$ cat src/rtl/branch_redirect_ctrl.sv
// Front-end redirect sequencer for branches resolved in EX.
// One-shot PC select, held IF/ID flush and saturating taken/not-taken counts.
module branch_redirect_ctrl #(
    parameter int ADDR_W       = 16,
    parameter int FLUSH_CYCLES = 2,
    parameter int CNT_W        = 16
) (
    input  logic              clk,
    input  logic              rst_n,
    input  logic              stall,
    input  logic              ex_valid,
    input  logic [4:0]        ex_opcode,
    input  logic [1:0]        ex_flags,
    input  logic [ADDR_W-1:0] ex_target,
    input  logic              stat_clr,
    output logic              pc_branch_sel,
    output logic [ADDR_W-1:0] pc_target,
    output logic              flush_ifid,
    output logic              busy,
    output logic [CNT_W-1:0]  taken_cnt,
    output logic [CNT_W-1:0]  not_taken_cnt
);

    localparam logic [4:0] OP_BEQ = 5'b10011;
    localparam logic [4:0] OP_BLT = 5'b10100;
    localparam logic [4:0] OP_BGT = 5'b10101;
    localparam logic [4:0] OP_BNE = 5'b10110;

    localparam logic [3:0] FLUSH_INIT = FLUSH_CYCLES[3:0];
    localparam logic [CNT_W-1:0] CNT_MAX = {CNT_W{1'b1}};

    typedef enum logic {
        IDLE,
        FLUSH
    } state_t;

    state_t            state, state_d;
    logic [3:0]        flush_cnt, flush_cnt_d;
    logic              sel_d, flush_d, busy_d;
    logic [ADDR_W-1:0] target_d;

    logic flag_z, flag_n;
    logic is_br, cond;
    logic strobe, br_taken, br_not_taken;

    assign flag_z = ex_flags[1];
    assign flag_n = ex_flags[0];

    always_comb begin
        is_br = 1'b0;
        cond  = 1'b0;
        unique case (1'b1)
            (ex_opcode == OP_BEQ): begin
                is_br = 1'b1;
                cond  = flag_z;
            end
            (ex_opcode == OP_BNE): begin
                is_br = 1'b1;
                cond  = ~flag_z;
            end
            (ex_opcode == OP_BLT): begin
                is_br = 1'b1;
                cond  = flag_n;
            end
            (ex_opcode == OP_BGT): begin
                is_br = 1'b1;
                cond  = ~flag_n & ~flag_z;
            end
            default: ;
        endcase
    end

    // Wrong-path branches arriving during FLUSH never reach the strobe.
    assign strobe       = (state == IDLE) & ex_valid & ~stall & is_br;
    assign br_taken     = strobe & cond;
    assign br_not_taken = strobe & ~cond;

    always_comb begin
        state_d     = state;
        flush_cnt_d = flush_cnt;
        sel_d       = pc_branch_sel;
        target_d    = pc_target;
        flush_d     = flush_ifid;
        busy_d      = busy;
        unique case (state)
            IDLE: begin
                if (br_taken) begin
                    state_d     = FLUSH;
                    flush_cnt_d = FLUSH_INIT;
                    sel_d       = 1'b1;
                    target_d    = ex_target;
                    flush_d     = 1'b1;
                    busy_d      = 1'b1;
                end
            end
            FLUSH: begin
                if (!stall) begin
                    sel_d       = 1'b0;
                    flush_cnt_d = flush_cnt - 4'd1;
                    if (flush_cnt == 4'd1) begin
                        state_d = IDLE;
                        flush_d = 1'b0;
                        busy_d  = 1'b0;
                    end
                end
            end
            default: state_d = IDLE;
        endcase
    end

    always_ff @(posedge clk or negedge rst_n) begin
        if (!rst_n) begin
            state         <= IDLE;
            flush_cnt     <= '0;
            pc_branch_sel <= 1'b0;
            pc_target     <= '0;
            flush_ifid    <= 1'b0;
            busy          <= 1'b0;
        end else begin
            state         <= state_d;
            flush_cnt     <= flush_cnt_d;
            pc_branch_sel <= sel_d;
            pc_target     <= target_d;
            flush_ifid    <= flush_d;
            busy          <= busy_d;
        end
    end

    // Clear wins over a same-cycle increment.
    always_ff @(posedge clk or negedge rst_n) begin
        if (!rst_n) begin
            taken_cnt     <= '0;
            not_taken_cnt <= '0;
        end else if (stat_clr) begin
            taken_cnt     <= '0;
            not_taken_cnt <= '0;
        end else begin
            if (br_taken && taken_cnt != CNT_MAX)
                taken_cnt <= taken_cnt + CNT_W'(1);
            if (br_not_taken && not_taken_cnt != CNT_MAX)
                not_taken_cnt <= not_taken_cnt + CNT_W'(1);
        end
    end

endmodule

$ cat config.mk
export PLATFORM = sky130hd
export DESIGN_NAME = branch_redirect_ctrl
export DESIGN_NICKNAME = d
export VERILOG_FILES = /design/src/rtl/branch_redirect_ctrl.sv
export SDC_FILE = /design/constraint.sdc
export NUM_CORES = 1
export LEC_CHECK = 0
export ABC_AREA = 1
export BUFFER_PORTS_ARGS = -buffer_cell sky130_fd_sc_hd__buf_2
export CAP_MARGIN = 20
export CORE_UTILIZATION = 54
export CTS_CLUSTER_DIAMETER = 50
export DETAILED_ROUTE_END_ITERATION = 10
export PLACE_DENSITY_LB_ADDON = 0.2
export SLEW_MARGIN = 25
export SYNTH_ARGS = -nofsm -noshare
export SYNTH_HDL_FRONTEND = slang
export SYNTH_SLANG_ARGS = --single-unit
$ cat constraint.sdc
create_clock -name clk -period 1.88 [get_ports clk]
set_input_delay 0.564 -clock clk [delete_from_list [all_inputs] [get_ports clk]]
set_output_delay 0.564 -clock clk [all_outputs]
set_load 0.005 [all_outputs]
Word level (Yosys, flattened, before mapping) --
Index checks and enable logic that the tools add are counted.
Operators by class: mux-type cells 19, eq/ne operators 10, add/sub/neg operators 3, bitwise operators 11, reductions and logical operators 8
Operator list (number):
- $mux W16 | 4
- $add A16 B1 Y16 const B | 2
- $ne A16 B16 Y1 const B | 2
- $eq A5 B5 Y1 const B | 4
- $mux W1 | 8
- $mux W4 | 2
- $pmux W4 S2 | 1
- $and A1 B1 Y1 | 6
- $pmux W1 S2 | 3
- $not A1 Y1 | 5
- $eq A4 B1 Y1 const B | 1
- $ne A2 B2 Y1 const B | 2
- $pmux W1 S4 | 1
- $reduce_and A2 Y1 | 2
- $reduce_bool A2 Y1 | 2
- $reduce_or A4 Y1 | 1
- $sub A4 B1 Y4 const B | 1
- $reduce_and A3 Y1 | 1
- $logic_and A1 B1 Y1 | 2
- $ne A2 B1 Y1 const B | 1
Word-level totals: register bits 55, input bits 28, logic and storage cells 58, output and inout bits 51

Longest topological paths before layout --
Gate-level depths: netlist of the first run.
word-level depth 8, gate-level depth with buffers 11, mapped depth without buffers 11

Least setup slack after synthesis of the first run --
Ideal clock, no wire load.
path type input to register, start in ex_opcode[2], end reg not_taken_cnt[8], buffers on the path 1, path slack 329 ps, arrival 1434 ps, required time 1763 ps, cell stages on the path 9, path through inv_1 > nor2_4 > nand3_1 > nand2_1 > nor2_2 > nand3_4 > buf_4 > nand3_1 > nand2_1
On the way: word-level cells in the longest chain between the ends 7, elaborated cells on any way between the ends 12, those cells by class eq/ne (4); mux (2); bitwise (3); reduce/logical (3)
Ends and longest elaborated chain:
- start, declared | RTL line 12 | input logic [4:0] ex_opcode,
- $eq A5 B5 Y1 (on tied branches)
- $reduce_or A4 Y1 (no line)
- $mux W1 | RTL line 52 | unique case (1'b1)
- $and A1 B1 Y1 | RTL line 74 | assign strobe = (state == IDLE) & ex_valid & ~stall & is_br;
- $and A1 B1 Y1 (*) | RTL line 76 | assign br_not_taken = strobe & ~cond;
- $logic_and A1 B1 Y1 (*) | RTL line 140 | if (br_not_taken && not_taken_cnt != CNT_MAX)
- $reduce_bool A2 Y1 (no line) (*)
- end signal, assigned | RTL line 141 | not_taken_cnt <= not_taken_cnt + CNT_W'(1);
- end, declared | RTL line 21 | output logic [CNT_W-1:0] not_taken_cnt
Mark *: on every way between the ends. The rest lies on a longest branch, timed or not. A chain may end at the register's enable or synchronous reset.

Worst setup path in the final report of the first run --
start reg not_taken_cnt[0], end reg not_taken_cnt[3]
On the way: word-level cells in the longest chain between the ends 3, elaborated cells on any way between the ends 6, those cells by class add/sub (1); eq/ne (1); mux (2); reduce/logical (2)
Ends and longest elaborated chain (RTL line):
- $add A16 B1 Y16 or $ne A16 B16 Y1 (tied branches) | 141, 140
- $mux W16 or $logic_and A1 B1 Y1 (tied branches) | 140
- $mux W16 or $reduce_bool A2 Y1 (tied branches)
Several ways; a longest one is shown, not always the timed one. The select of a mux whose other input is x is not followed.

==> impl_metrics.toml, run 1 <==
[outcome]
run_status = "complete, no violations"

[drt]
total_drc_errors_in_the_routed_layout = 0
routed-via-count = 3135
drt-vias-per-instance = 5.19
wl_um = 7290
antenna_violating_nets_post_route = 0
drt-pass1-iter-count = 5
drt_iter0_drc = 161
route.detailed.wl_per_inst_um = 12.1

[sta]
report.final.slew_viol_count = 0
max_freq_mhz = 578
min_period_over_period = 0.920
finalSetupTns_ns = 0
hold_viol_final = 0
max-slew-margin-rel = 0.718
fin_worst_hold_slack_ns = 0.229
period_minus_ws_final_ns = 1.73
tightest_slew_ns = 0.420
rsz0062_at_grt = "false"
setup_viol = 0
finalClockSkew_ns = 0.0107

[global_route]
grt_start_max_net_pins = 56
top_usage_layer = "met2"
grt_usage = 0.242
first_global_vias = 2761
overflow = 0
grt.met1_usage = 0.328
grt_first_pass_wirelength_um = 12300
grt_util_met3 = 0.0375
initial_antenna_violation_count = 0
use_met2 = 0.397

[die]
initial_utilization = 0.560
core_um2 = 5920
placement_rows = 28
dieHeight_um = 80.4
die_w_um = 80.4
die_area_um2 = 6460
io_pins = 79

[clock_tree]
cts_setup_buffers = 0
tritoncts_clock_tree = "yes"
worst_skew_pair.late_latency_ns = 0.31
htree_levels = 2
cts_hold_repair.buffers = 0
ctsLongestPathBuffers = 2
cts_repair_resize_count = 0
clk_pin_slew_worst_paths_ns = 0.10
cts_num_sinks = 55
cts_made_buffers = 5
cts_root_buffer = "clkbuf_8"

[final_layout]
layout_common_cells = "nand2_1, buf_2, dfrtp_1"
areaGrowthSynthToFinish_pct = 17.2
layout.cells.most_common = "nand2_1"
final_nets = 560
drive_above_1_share = 0.229
diode_count = 0

[synthesis]
post_synth_instance_area_um2 = 3320
synth.yosys.seq_area_share = 0.415
syn-instance-count = 451
netlist-cell-type-count = 31
ys_warn_count = 0
nets_in_the_synthesized_netlist = 483
syn-mean-instance-area_um2 = 7.35
synth_seq_cells = 55

[critical_path]
timing.critical_path.arrival_ns = 1.94
worst-setup-path-type = "reg -> reg"
critical_path_peak_fanout = 17
crit_required_ns = 2.09
endpoint_kind_of_the_worst_setup_timing_path = "flip-flop"
timing.critical_path.from_type = "flip-flop"

[hold_path]
holdCritPathClass = "in -> async"

[power]
peakVddDrop_v = 0.000410
design_power_total_mw = 2.28
total_leakage_power_nw = 2.16
powerDensity_nw_per_um2 = 587

[placed_design]
post-dp-hpwl_um = 5210
place.gp.congestion = 0.887
numPortBuffers = 78

[job]
max_cap_viol_count = 0
==> critical path: stages, from the launching register on <==
cell and delay [ns]:
dfrtp_1 0.44, ha_1 0.26, nand3_1 0.09, inv_1 0.15, nand4_4 0.15, nand3_4 0.24
nand2_4 0.15, nand2_1 0.09, nand2_1 0.05
==> metal layers <==
metal / part of all wire / vias up
met4: 0.0097 / 0
met1: 0.47 / 1443
met3: 0.044 / 6
li1: - / 1596
met5: 0 / -
met2: 0.48 / 90
==> cell type report <==
type | instances | area, um^2
fillers | 528 | 2030
multi-input cells | 344 | 1710
flip-flops and latches | 55 | 1380
repair buffers | 86 | 475
inverters | 36 | 136
well taps | 75 | 93.8
clock buffers | 5 | 68.8
clock inverters | 3 | 27.5
==> sequential cells by signal, indices dropped and copies added (netlist names) <==
register       cells
pc_branch_sel      1
not_taken_cnt     16
pc_target         16
state              1
taken_cnt         16
flush_cnt          4
busy               1
==> power breakdown <==
part | internal (mW) | switching, mW | total [mW]
registers | 1.25 | 0.0441 | 1.29
clock network | 0.275 | 0.422 | 0.697
logic | 0.119 | 0.171 | 0.290
==> kinds of logic after synthesis <==
group,synth area share
flip-flops,0.415
AND/OR/NAND/NOR,0.436
XOR/XNOR,0.0502
adder cells (fa/ha/maj),0.0151
AO/OA/AOI/OAI,0.0132
buffers and inverters,0.0705
==> worst paths after layout <==
| kind | from | endpoint | slack [ns] | cells past startpoint |
|---|---|---|---|---|
| setup / recovery | not_taken_cnt[0]$_DFFE_PN0P_ | not_taken_cnt[3]$_DFFE_PN0P_ | 0.15 | 8 |
| setup reg to reg | not_taken_cnt[0]$_DFFE_PN0P_ | not_taken_cnt[3]$_DFFE_PN0P_ | 0.15 | 8 |
| max in group asynchronous | rst_n | taken_cnt[2]$_DFFE_PN0P_ | 1.40 | 2 |
| hold reg to reg | pc_target[10]$_DFFE_PN0P_ | pc_target[10]$_DFFE_PN0P_ | 0.48 | 2 |
| min in group clk | ex_target[1] | pc_target[1]$_DFFE_PN0P_ | 0.44 | 3 |
| hold / removal | rst_n | not_taken_cnt[14]$_DFFE_PN0P_ | 0.23 | 2 |
==> Yosys cell counts (all sizes together) <==
cell / instances / area, um^2
clkinv: 1 / 5.00
buf: 12 / 82.6
nand4: 24 / 165
nor2: 56 / 245
nor3b: 2 / 15.0
clkbuf: 4 / 15.0
a21oi: 3 / 18.8
nor4b: 1 / 8.76
ha: 4 / 50.1
xor2: 12 / 105
nand2: 171 / 664
o21bai: 1 / 7.51
xnor2: 7 / 61.3
o21ai: 2 / 10.0
dfrtp: 55 / 1380
or2: 2 / 12.5
a21o: 1 / 7.51
nand3: 51 / 290
nor3: 7 / 45.0
inv: 35 / 131
==> per-stage QoR <==
step / instances / cell area, um^2 / util / setup slack (ns)
final: 604 / 3890 / 0.657 / 0.150
after global routing: 604 / 3890 / 0.657 / 0.00385
after CTS: 604 / 3880 / 0.656 / 0.166
after detailed placement: 596 / 3790 / 0.640 / 0.0507
after global placement: 596 / 3790 / 0.640 / 0.116
after floorplan: 451 / 3320 / - / 0.329
No activity file was read; power rests on OpenSTA's default activity.
==> run 2, diff against run 1 <==
Clock period 1.88 ns to 1.9 ns, I/O delays scaled along.
==> run 2 against run 1 <==
Sequential share of layout area decreased by 0.15 points. Global-route usage increased by 0.43 points. Total power is 4.1% higher. Worst hold slack better by 0.0022 ns. Via count increased by 0.35%. First-iteration DRC count rose by 33%. Register-to-register slack better by 0.02 ns. Wire length increased by 2.6%. Clock-buffer cell count is the same. Critical path type unchanged. Design area rose by 0.42%. Setup slack better by 0.020 ns.
==> impl_metrics.toml, run 2 (synthesized netlist as in run 1, its figures left out) <==
[die]
die_w_um = 80.4
initial_utilization = 0.560
placement_rows = 28
dieHeight_um = 80.4
io_pins = 79
die_area_um2 = 6460
core_um2 = 5920

[global_route]
first_global_vias = 2825
overflow = 0
grt_usage = 0.246
initial_antenna_violation_count = 0
grt_first_pass_wirelength_um = 12600
grt_start_max_net_pins = 56

[power]
netSwitchingFraction = 0.264
design_power_total_mw = 2.37
clock_power_share = 0.341
peakVddDrop_v = 0.000401
comb_power_share = 0.119
powerDensity_nw_per_um2 = 608
internal_power_mw = 1.75
total_leakage_power_nw = 2.16
switching_power_uw = 627
pwr-share-seq = 0.539

[final_layout]
drive_above_1_share = 0.229
diode_count = 0
fillers = 517
layout_common_cells = "nand2_1, buf_2, dfrtp_1"
reg.largest.list = "not_taken_cnt x16, pc_target x16, taken_cnt x16"
multi_input_area_um2 = 1710
register_area_um2 = 1380
areaGrowthSynthToFinish_pct = 17.7
final_nets = 559
layout.cells.most_common = "nand2_1"

[critical_path]
crit_required_ns = 2.10
worst-setup-path-type = "reg -> reg"
timing.critical_path.arrival_ns = 1.93
endpoint_kind_of_the_worst_setup_timing_path = "flip-flop"
critical_path_peak_fanout = 17
timing.critical_path.from_type = "flip-flop"

[sta]
max-slew-margin-rel = 0.724
hold_viol_final = 0
finalSetupTns_ns = 0
min_period_over_period = 0.911
fin_worst_hold_slack_ns = 0.231
finalClockSkew_ns = 0.0189
max_freq_mhz = 578
tightest_slew_ns = 0.408
period_minus_ws_final_ns = 1.73
worst_slack_ns = 0.170
rsz0062_at_grt = "false"
report.final.slew_viol_count = 0
setup_viol = 0

[clock_tree]
cts_root_buffer = "clkbuf_8"
cts_num_sinks = 55
worst_skew_pair.late_latency_ns = 0.32
htree_levels = 2
cts_made_buffers = 5
clk_pin_slew_worst_paths_ns = 0.11
cts_hold_repair.buffers = 0
tritoncts_clock_tree = "yes"
ctsLongestPathBuffers = 2

[drt]
wl_um = 7480
antenna_violating_nets_post_route = 0
drt_iter0_drc = 214
routed-via-count = 3146
total_drc_errors_in_the_routed_layout = 0
drt-vias-per-instance = 5.22
route.detailed.wl_per_inst_um = 12.4
drt-pass1-iter-count = 4

[placed_design]
placement.setup.worst_slack_ns = 0.0713
numPortBuffers = 78
place.gp.congestion = 0.887
post-dp-hpwl_um = 5320

[job]
max_cap_viol_count = 0

[outcome]
run_status = "complete, no violations"

[hold_path]
holdCritPathClass = "in -> async"
## run 2: changes by cell type in the layout (fill, tap and decap cells not counted), sizes merged
| cell | delta |
|---|---|
| bufinv | +1 |
| clkinv | -1 |
| buf | -1 |
## run 2: per-stage QoR
step,cell area (um^2),utilization,std cells
after detailed placement,3780,0.639,595
after global routing,3900,0.659,603
after global placement,3780,0.639,595
after CTS,3900,0.658,603
final,3900,0.659,603
after floorplan,3320,-,451
## run 2: layout make-up
class	count	share of cell area
clock inverters	3	0.0119
flip-flops and latches	55	0.353
multi-input cells	344	0.439
repair buffers	85	0.120
well taps	75	0.0240
clock buffers	5	0.0176
inverters	36	0.0349
## run 2: layer usage
metal,track usage,vias up,part of all wire
li1,-,1590,-
met5,0,-,0
met2,0.401,89,0.48
met3,0.0307,9,0.041
met4,0.0768,0,0.011
met1,0.340,1458,0.47
## run 2: timing repair
| action | 4_1_cts | 5_1_grt |
|---|---|---|
| resized for setup | 0 | 2 |
| endpoints found under the setup margin | 0 | 1 |
| buffers inserted | 0 | 0 |
| hold endpoints to repair | 0 | 0 |
## run 2: final timing paths
| path | from | end | slack (ns) | cells past startpoint |
|---|---|---|---|---|
| worst min register to register | pc_target[10]$_DFFE_PN0P_ | pc_target[10]$_DFFE_PN0P_ | 0.48 | 2 |
| worst max-delay path | not_taken_cnt[0]$_DFFE_PN0P_ | not_taken_cnt[3]$_DFFE_PN0P_ | 0.17 | 8 |
| min in group clk | ex_target[1] | pc_target[1]$_DFFE_PN0P_ | 0.44 | 3 |
| worst min-delay path | rst_n | not_taken_cnt[10]$_DFFE_PN0P_ | 0.23 | 2 |
| worst max register to register | not_taken_cnt[0]$_DFFE_PN0P_ | not_taken_cnt[3]$_DFFE_PN0P_ | 0.17 | 8 |
| max in group asynchronous | rst_n | taken_cnt[6]$_DFFE_PN0P_ | 1.40 | 2 |
## run 2: power groups by stage
stage / clock (mW) / combinational (mW) / sequential (mW)
2_1_floorplan: 0 / 0.176 / 1.30
3_3_place_gp: 0 / 0.272 / 1.30
3_5_place_dp: 0 / 0.287 / 1.30
4_1_cts: 0.822 / 0.288 / 1.28
5_1_grt: 0.872 / 0.331 / 1.29
6_report: 0.810 / 0.283 / 1.28
## run 2: worst max-delay path, stage by stage, from the launching register on
cell and delay [ns]:
dfrtp_1 0.43, ha_1 0.26, nand3_1 0.09, inv_1 0.14, nand4_4 0.15, nand3_4 0.24, nand2_4 0.15, nand2_1 0.10
nand2_1 0.05
